--- src/rtl/watch_alarm_ctrl.sv ---
// Watch core: 1 Hz timebase, button-driven set FSM, daily alarm with timeout,
// and registered 8-digit display codes with 12/24 h formatting and blink.
module watch_alarm_ctrl #(
  parameter int TICK_DIV    = 100000000,
  parameter int ALARM_SECS  = 60,
  parameter int ALARM_RST_H = 7
) (
  input  logic       clock,
  input  logic       reset,
  input  logic       mode_btn,
  input  logic       add_btn,
  input  logic       sub_btn,
  input  logic       alarm_en_i,
  input  logic       fmt12_i,
  output logic [5:0] d1,
  output logic [5:0] d2,
  output logic [5:0] d3,
  output logic [5:0] d4,
  output logic [5:0] d5,
  output logic [5:0] d6,
  output logic [5:0] d7,
  output logic [5:0] d8,
  output logic       alarm_o,
  output logic       sec_tick_o
);

  localparam int CNT_W = $clog2(TICK_DIV);

  typedef enum logic [2:0] {
    ST_RUN    = 3'd0,
    ST_SET_H  = 3'd1,
    ST_SET_M  = 3'd2,
    ST_SET_AH = 3'd3,
    ST_SET_AM = 3'd4
  } state_e;

  state_e           state_q, state_d;
  logic [CNT_W-1:0] cnt_q, cnt_d;
  logic             blink_q, blink_d;
  logic [4:0]       hh_q, hh_d, ah_q, ah_d;
  logic [5:0]       mm_q, mm_d, ss_q, ss_d, am_q, am_d;
  logic             ring_q, ring_d;
  logic [7:0]       ring_cnt_q, ring_cnt_d;
  logic [2:0]       btn_prev_q;
  logic [7:0][5:0]  disp_q, disp_d;
  logic             alarm_q, sec_tick_q;

  logic [2:0] btn_ev;
  logic       mode_ev, edit_up, edit_dn, tick, count_go, trig, ring_clear;

  function automatic logic [5:0] step_mod(input logic [5:0] v, input logic [5:0] max,
                                          input logic up, input logic dn);
    if (up) return (v == max) ? 6'd0 : v + 6'd1;
    if (dn) return (v == 6'd0) ? max : v - 6'd1;
    return v;
  endfunction

  function automatic logic [7:0] to_bcd(input logic [5:0] v);
    logic [3:0] t;
    t = (v >= 6'd50) ? 4'd5 : (v >= 6'd40) ? 4'd4 : (v >= 6'd30) ? 4'd3 :
        (v >= 6'd20) ? 4'd2 : (v >= 6'd10) ? 4'd1 : 4'd0;
    return {t, 4'(v - 6'(t) * 6'd10)};
  endfunction

  function automatic logic [4:0] to_h12(input logic [4:0] h);
    if (h == 5'd0)  return 5'd12;
    if (h > 5'd12)  return h - 5'd12;
    return h;
  endfunction

  // Rising-edge events; mode masks add/sub, and add+sub together cancel.
  assign btn_ev  = {mode_btn, add_btn, sub_btn} & ~btn_prev_q;
  assign mode_ev = btn_ev[2];
  assign edit_up = ~mode_ev &  btn_ev[1] & ~btn_ev[0];
  assign edit_dn = ~mode_ev & ~btn_ev[1] &  btn_ev[0];
  assign tick    = (cnt_q == CNT_W'(TICK_DIV - 1));

  // ---------------- FSM: state register ----------------
  always_ff @(posedge clock or negedge reset) begin
    if (!reset) state_q <= ST_RUN;
    // NOTE: sequential state uses non-blocking assignment so every flop samples pre-edge values.
    else        state_q <= state_d;
  end

  // ---------------- FSM: next state ----------------
  always_comb begin
    // NOTE: every always_comb output gets a default first so no path can infer a latch.
    state_d = state_q;
    if (mode_ev) begin
      unique case (state_q)
        ST_RUN:    state_d = ST_SET_H;
        ST_SET_H:  state_d = ST_SET_M;
        ST_SET_M:  state_d = ST_SET_AH;
        ST_SET_AH: state_d = ST_SET_AM;
        default:   state_d = ST_RUN;
      endcase
    end
  end

  // ---------------- Timebase, time/alarm datapath, ringing ----------------
  always_comb begin
    cnt_d      = tick ? '0 : cnt_q + CNT_W'(1);
    blink_d    = blink_q ^ (tick | (cnt_q == CNT_W'(TICK_DIV / 2 - 1)));
    hh_d       = hh_q;
    mm_d       = mm_q;
    ss_d       = ss_q;
    ah_d       = ah_q;
    am_d       = am_q;
    ring_d     = ring_q;
    ring_cnt_d = ring_cnt_q;

    // Leaving RUN freezes the time at hh:mm:00, so no carry on that edge.
    count_go = tick && (state_q inside {ST_RUN, ST_SET_AH, ST_SET_AM}) &&
               !(state_q == ST_RUN && mode_ev);
    if (count_go) begin
      if (ss_q == 6'd59) begin
        ss_d = '0;
        if (mm_q == 6'd59) begin
          mm_d = '0;
          hh_d = (hh_q == 5'd23) ? 5'd0 : hh_q + 5'd1;
        end else begin
          mm_d = mm_q + 6'd1;
        end
      end else begin
        ss_d = ss_q + 6'd1;
      end
    end
    if (state_q == ST_RUN && mode_ev) ss_d = '0;

    trig = count_go && (ss_q == 6'd59) && (hh_d == ah_q) && (mm_d == am_q) && alarm_en_i;

    unique case (state_q)
      ST_SET_H:  hh_d = 5'(step_mod({1'b0, hh_q}, 6'd23, edit_up, edit_dn));
      ST_SET_M:  mm_d = step_mod(mm_q, 6'd59, edit_up, edit_dn);
      ST_SET_AH: ah_d = 5'(step_mod({1'b0, ah_q}, 6'd23, edit_up, edit_dn));
      ST_SET_AM: am_d = step_mod(am_q, 6'd59, edit_up, edit_dn);
      default: ;
    endcase

    ring_clear = mode_ev | (state_q == ST_RUN & (edit_up | edit_dn)) | ~alarm_en_i;
    if (ring_clear) begin
      ring_d = 1'b0;
    end else if (trig) begin
      ring_d     = 1'b1;
      ring_cnt_d = '0;
    end else if (ring_q && tick) begin
      if (ring_cnt_q == 8'(ALARM_SECS - 1)) ring_d = 1'b0;
      else                                  ring_cnt_d = ring_cnt_q + 8'd1;
    end
  end

  always_ff @(posedge clock or negedge reset) begin
    if (!reset) begin
      cnt_q      <= '0;
      blink_q    <= 1'b0;
      hh_q       <= '0;
      mm_q       <= '0;
      ss_q       <= '0;
      ah_q       <= 5'(ALARM_RST_H);
      am_q       <= '0;
      ring_q     <= 1'b0;
      ring_cnt_q <= '0;
      btn_prev_q <= '0;
    end else begin
      cnt_q      <= cnt_d;
      blink_q    <= blink_d;
      hh_q       <= hh_d;
      mm_q       <= mm_d;
      ss_q       <= ss_d;
      ah_q       <= ah_d;
      am_q       <= am_d;
      ring_q     <= ring_d;
      ring_cnt_q <= ring_cnt_d;
      btn_prev_q <= {mode_btn, add_btn, sub_btn};
    end
  end

  // ---------------- FSM: outputs (display encoding) ----------------
  logic [4:0] dh, hd;
  logic [5:0] dm;
  logic [7:0] hb, mb, sb;
  logic       show, colon, edit_h, edit_m, tens_on, pm;

  always_comb begin
    dh      = (state_q inside {ST_SET_AH, ST_SET_AM}) ? ah_q : hh_q;
    dm      = (state_q inside {ST_SET_AH, ST_SET_AM}) ? am_q : mm_q;
    pm      = (dh >= 5'd12);
    hd      = fmt12_i ? to_h12(dh) : dh;
    hb      = to_bcd({1'b0, hd});
    mb      = to_bcd(dm);
    sb      = to_bcd(ss_q);
    show    = ~blink_q;
    colon   = (state_q == ST_RUN) ? ~blink_q : 1'b1;
    edit_h  = (state_q inside {ST_SET_H, ST_SET_AH});
    edit_m  = (state_q inside {ST_SET_M, ST_SET_AM});
    tens_on = ~(fmt12_i && hb[7:4] == 4'd0);

    disp_d[7] = {(edit_h ? show : 1'b1) & tens_on, hb[7:4], 1'b0};
    disp_d[6] = {edit_h ? show : 1'b1, hb[3:0], colon};
    disp_d[5] = {edit_m ? show : 1'b1, mb[7:4], 1'b0};
    disp_d[4] = {edit_m ? show : 1'b1, mb[3:0], colon};
    disp_d[3] = {1'b1, sb[7:4], 1'b0};
    disp_d[2] = {1'b1, sb[3:0], 1'b0};
    disp_d[1] = {1'b1, 1'b0, state_q, 1'b0};
    disp_d[0] = {alarm_en_i, alarm_en_i ? 4'hA : 4'h0, fmt12_i & pm};
  end

  always_ff @(posedge clock or negedge reset) begin
    if (!reset) begin
      disp_q     <= '0;
      alarm_q    <= 1'b0;
      sec_tick_q <= 1'b0;
    end else begin
      disp_q     <= disp_d;
      alarm_q    <= ring_q;
      sec_tick_q <= tick;
    end
  end

  assign d8         = disp_q[7];
  assign d7         = disp_q[6];
  assign d6         = disp_q[5];
  assign d5         = disp_q[4];
  assign d4         = disp_q[3];
  assign d3         = disp_q[2];
  assign d2         = disp_q[1];
  assign d1         = disp_q[0];
  assign alarm_o    = alarm_q;
  assign sec_tick_o = sec_tick_q;

endmodule
--- config.mk ---
export PLATFORM = sky130hd
export DESIGN_NAME = watch_alarm_ctrl
export DESIGN_NICKNAME = d
export VERILOG_FILES = /design/src/rtl/watch_alarm_ctrl.sv
export SDC_FILE = /design/constraint.sdc
export NUM_CORES = 1
export LEC_CHECK = 0
export BUFFER_PORTS_ARGS = -buffer_cell sky130_fd_sc_hd__buf_2
export CAP_MARGIN = 0
export CORE_MARGIN = 4
export CORE_UTILIZATION = 67
export CTS_BUF_LIST = sky130_fd_sc_hd__clkbuf_8
export DETAILED_ROUTE_END_ITERATION = 16
export PLACE_DENSITY = 0.95
export SYNTH_ARGS = -nofsm -noshare
export SYNTH_HDL_FRONTEND = slang
export SYNTH_SLANG_ARGS = --single-unit
--- constraint.sdc ---
create_clock -name clock -period 11.1 [get_ports clock]
set_clock_uncertainty 0.05 [all_clocks]
set_input_delay 0.555 -clock clock [delete_from_list [all_inputs] [get_ports clock]]
set_output_delay 0.555 -clock clock [all_outputs]
set_load 0.01 [all_outputs]
# Word-level counts from Yosys, hierarchy flattened
# Index checks and enable logic that the tools add are counted.
[op_classes]
magnitude_cmp = 17
n_bitwise = 21
multipliers = 3
n_mux = 87
reduce_logical = 31
add_sub_neg = 16
n_eq_ne = 17
[ops]
columns = ["op", "count"]
rows = [
  ["2-to-1 mux 5 bit", 23],
  ["2-to-1 mux 6 bit", 19],
  ["adder 27 x 1 -> 27 bit (second input constant)", 1],
  ["equality test 27 x 26 -> 1 bit (second input constant)", 1],
  ["equality test 27 bit (second input constant)", 1],
  ["2-to-1 mux 1 bit", 27],
  ["2-to-1 mux 27 bit", 1],
  [">= comparator 6 x 5 -> 1 bit (second input constant)", 4],
  [">= comparator 6 bit (second input constant)", 4],
  ["2-to-1 mux 8 bit", 3],
  ["adder 6 x 1 -> 6 bit (second input constant)", 3],
  ["equality test 6 bit (second input constant)", 3],
  ["2-to-1 mux 3 bit", 6],
  ["adder 5 x 1 -> 5 bit (second input constant)", 3],
  ["logical NOT 5 bit", 3],
  ["nonzero test 2 bit", 7],
  [">= comparator 5 x 6 -> 1 bit (second input constant)", 2],
  [">= comparator 6 x 4 -> 1 bit (second input constant)", 2],
  ["logical NOT 6 bit", 2],
  ["2-to-1 mux 2 bit", 6],
  ["case mux 3 bit (4 select lines)", 1],
  ["subtractor 4 bit", 3],
  ["subtractor 6 x 1 -> 6 bit (second input constant)", 2],
  ["equality test 5 bit (second input constant)", 2],
  ["29 further kinds", 63],
]
[totals]
reg_bits = 115
word_cells = 213
out_inout_bits = 50
inputBits = 7

# Logic depth before layout (Yosys ltp)
[depth]
ltp_word = 19
depth_mapped = 18
depth_no_buf = 17

# Worst setup path after synthesis
# No wires, ideal clock.
[synth_timing]
kind = "reg2reg"
startpoint = "register state_q[2]"
endpoint = "register disp_q, in the netlist d7[4]"
slack_ns = 7.425
path_stages_with_launch = 19
synth_period_minus_slack_ns = 3.675
setup_time_ns = 0.080
t_required_ns = 10.970
t_arrival_ns = 3.545
path_buffers = 1
cell_sequence = "dfrtp_1 > and3b_1 > a21oi_2 > buf_6 > mux2i_1 > inv_1 > ha_1 > nand3_1 > mux2i_1 > o21ai_1 > o21a_1 > o21ai_1 > maj3_1 > o22ai_2 > ha_1 > inv_1 > fa_1 > xnor2_1 > xnor2_1"
[synth_lines]
columns = ["element", "line", "text"]
rows = [
  ["start, declared", "37", "state_e state_q, state_d;"],
  ["start signal, assigned", "82", "else state_q <= state_d;"],
  ["end signal, assigned", "214", "disp_q <= disp_d;"],
  ["end, declared", "45", "logic [7:0][5:0] disp_q, disp_d;"],
]

==> flow_summary.ini <==
[clock_tree]
htreeDepth = 3
cts_resized = 0
cts_buffers = 9
insertion_delay_ps = 400
cts_tree = done
root_buffer = clkbuf_8
postCtsSetupBuffers = 0
cts.path.max_buffers = 2
cts_sinks = 103
clk_pin_slew_worst_paths_ps = 110

[logic_synthesis]
ys.flop_type = dfrtp_1
avgSynthCellArea_um2 = 8.98
synthTopCellsByArea = dfrtp_1, nand2_1, ha_1, xor2_1, nor2_1
synthCells = 734
synth.largest_area_cell = dfrtp_1
synth_area_um2 = 6590
ys_warn_count = 0
postSynth.asyncResetShare_pct = 100
synth_edf_count = 0
synth_common_cells = dfrtp_1, nand2_1, nor2_1
ys_seq_elements = 103
synth_top_area_share_pct = 38.0
synth_cell_types = 77
yosysSeqAreaShare_pct = 39.2
yosysMostFrequentCell = dfrtp_1

[sta]
maxSlewHeadroom_pct = 21.1
hold_violations = 0
worst_pin_slew_ps = 1180
worst_slack_ps = 6660
final.setup.tns_ps = 0
slew_violations = 0
fmax_ghz = 0.225
period_needed_ps = 4440
period_share_pct = 40.0
rsz0062_at_grt = no
setup_viol = 0

[global_route]
grtUsageMet1_pct = 35.9
grt_max_degree = 82
gr-usage-met3_pct = 5.84
grt_use_met2_pct = 50.8
top_usage_layer = met2
grt_pass1_vias = 5486
grt_pass1_wl_um = 26500
track_usage_pct = 28.8
grt-ovfl-total = 0
antenna_found_initial = 0

[cells_and_area]
layout-drive-gt1-share_pct = 12.5
nets = 779
syn_to_final_growth_pct = 5.56
antenna_cells = 0

[routing]
wire_per_inst_um = 18.0
vias = 5586
drt_iter0_drc = 449
drtPass1Iterations = 5
ant_nets = 0
detail_route.drc_violations = 0
via_per_inst = 6.33
finalWirelength_um = 15900

[floorplanning]
die_h_um = 107
num_rows = 35
dieArea_um2 = 11500
core_area_um2 = 9420
die-width_um = 107
start_util_pct = 70.0
ios = 57

[placement]
gp_congestion = 0.927
hpwl_um = 11200
dp_slack_ps = 6740
portBuffers = 44

[power]
powerDensity_nw_per_um2 = 215
p_total_uw = 1500
peakVddDrop_v = 0.000104
power_leakage_uw = 0.00315

[job]
timing.max_cap.violations = 0

[worst_setup_path]
cp.required_ps = 11370
crit_type = flip-flop to flip-flop
worstSetupEndpointType = flip-flop
arrival_ps = 4710
path_max_fanout = 21
startpoint_type = flip-flop

[run_status]
status = finished, final reports clean

[hold_path]
hold_path_class = input port to flip-flop
-- area by class of cell --
class	count	area, um^2
fillers	635	2460
repair buffers	48	255
well taps	129	161
inverters	32	120
flip-flops and latches	103	2580
multi-input cells	555	3640
clock buffers	9	124
clock inverters	7	77.6
-- registers in the layout, summed over array words and instances, names as in the netlist, 2 cells and up --
signal and cells:
cnt_q 27, ring_cnt_q 8, am_q 6, d7 6, mm_q 6, ss_q 6
ah_q 5, d3 5, hh_q 5, d5 4, d6 4, btn_prev_q 3
d2 3, d4 3, d8 3, state_q 3, d1 2
-- through the flow --
| stage | cells | cell area [um^2] | hold slack (ps) | utilization (%) |
|---|---|---|---|---|
| after global routing | 883 | 6960 | 201 | 73.9 |
| after global placement | 866 | 6750 | 337 | 71.7 |
| after detailed placement | 866 | 6750 | 351 | 71.7 |
| after CTS | 883 | 6960 | 211 | 73.9 |
| final | 883 | 6960 | 222 | 73.9 |
| after floorplan | 745 | 6630 | 209 | - |
-- what timing repair did --
| item | 4_1_cts | 5_1_grt |
|---|---|---|
| setup endpoints to repair | 0 | 0 |
| endpoints found under the hold margin | 12 | 0 |
| hold buffers | 1 | 0 |
-- worst max-delay path, stage by stage (launching register included) --
cell	delay (ps)
dfrtp_1	620
and3b_1	300
a21oi_2	140
buf_4	310
mux2i_1	340
inv_1	140
ha_1	260
nand3_1	100
mux2i_1	90
o21ai_1	210
o21a_1	170
o21ai_1	120
maj3_1	380
o22ai_2	170
ha_1	180
inv_1	50
fa_1	370
xnor2_1	220
xnor2_1	140
-- routing by layer --
metal  routed length (um)  vias to the layer above
met3                 1010                       35
met1                 6450                     2715
li1                     -                     2585
met5                    0                        -
met4                  308                        0
met2                 8090                      251
-- cells in the final DEF, fill, tap and decap left out, types with 4 or more instances in the layout --
master,netlist,final
o31ai_1,9,9
and4_1,6,6
buf_4,18,4
nand2_1,69,69
xnor2_1,25,25
o21ai_0,40,40
nor2_1,65,65
a21oi_1,41,41
nand2b_1,11,11
nand4_1,9,9
inv_1,32,32
xor2_1,28,28
a31oi_1,10,10
o21a_1,5,5
o22ai_1,4,4
o211ai_1,9,9
clkbuf_8,0,9
o21ai_1,4,4
mux2i_1,16,16
dfrtp_1,100,100
or3_1,4,4
and2_1,9,9
nor4b_1,5,5
conb_1,2,13
nor3_1,13,13
nor2b_1,11,11
mux2_2,5,5
nand3_1,37,37
and3_1,15,15
nand3b_1,4,4
buf_2,3,43
ha_1,20,20
-- report_power, final --
group          internal, uW  total, uW  switching (uW)
Combinational           283        677             394
Sequential              453        582             129
Clock                  88.4        239             151
Total                   825       1500             674
-- cells by family after synthesis --
family	Yosys count	share of synthesized area [%]
and+or+nand+nor	286	23.3
xor gates and xnor gates	53	7.04
adders and majority gates	24	4.86
AOI/OAI and AO/OA	157	15.6
other	2	0.114
buffers and inverters	87	6.26
DFF	103	39.2
muxes	22	3.63
-- final timing paths --
check	slack (ps)	startpoint	to	cells after the start
setup reg to reg	6660	state_q[2]	d7[4]	18
hold / removal	220	add_btn	btn_prev_q[1]	1
setup / recovery	6660	state_q[2]	d7[4]	18
hold reg to reg	370	ring_q	alarm_o	0
max in group asynchronous	9140	reset	ring_cnt_q[2]	3
min in group asynchronous	540	reset	d3[5]	2
Note: power is estimated with default switching activity, not from simulation.
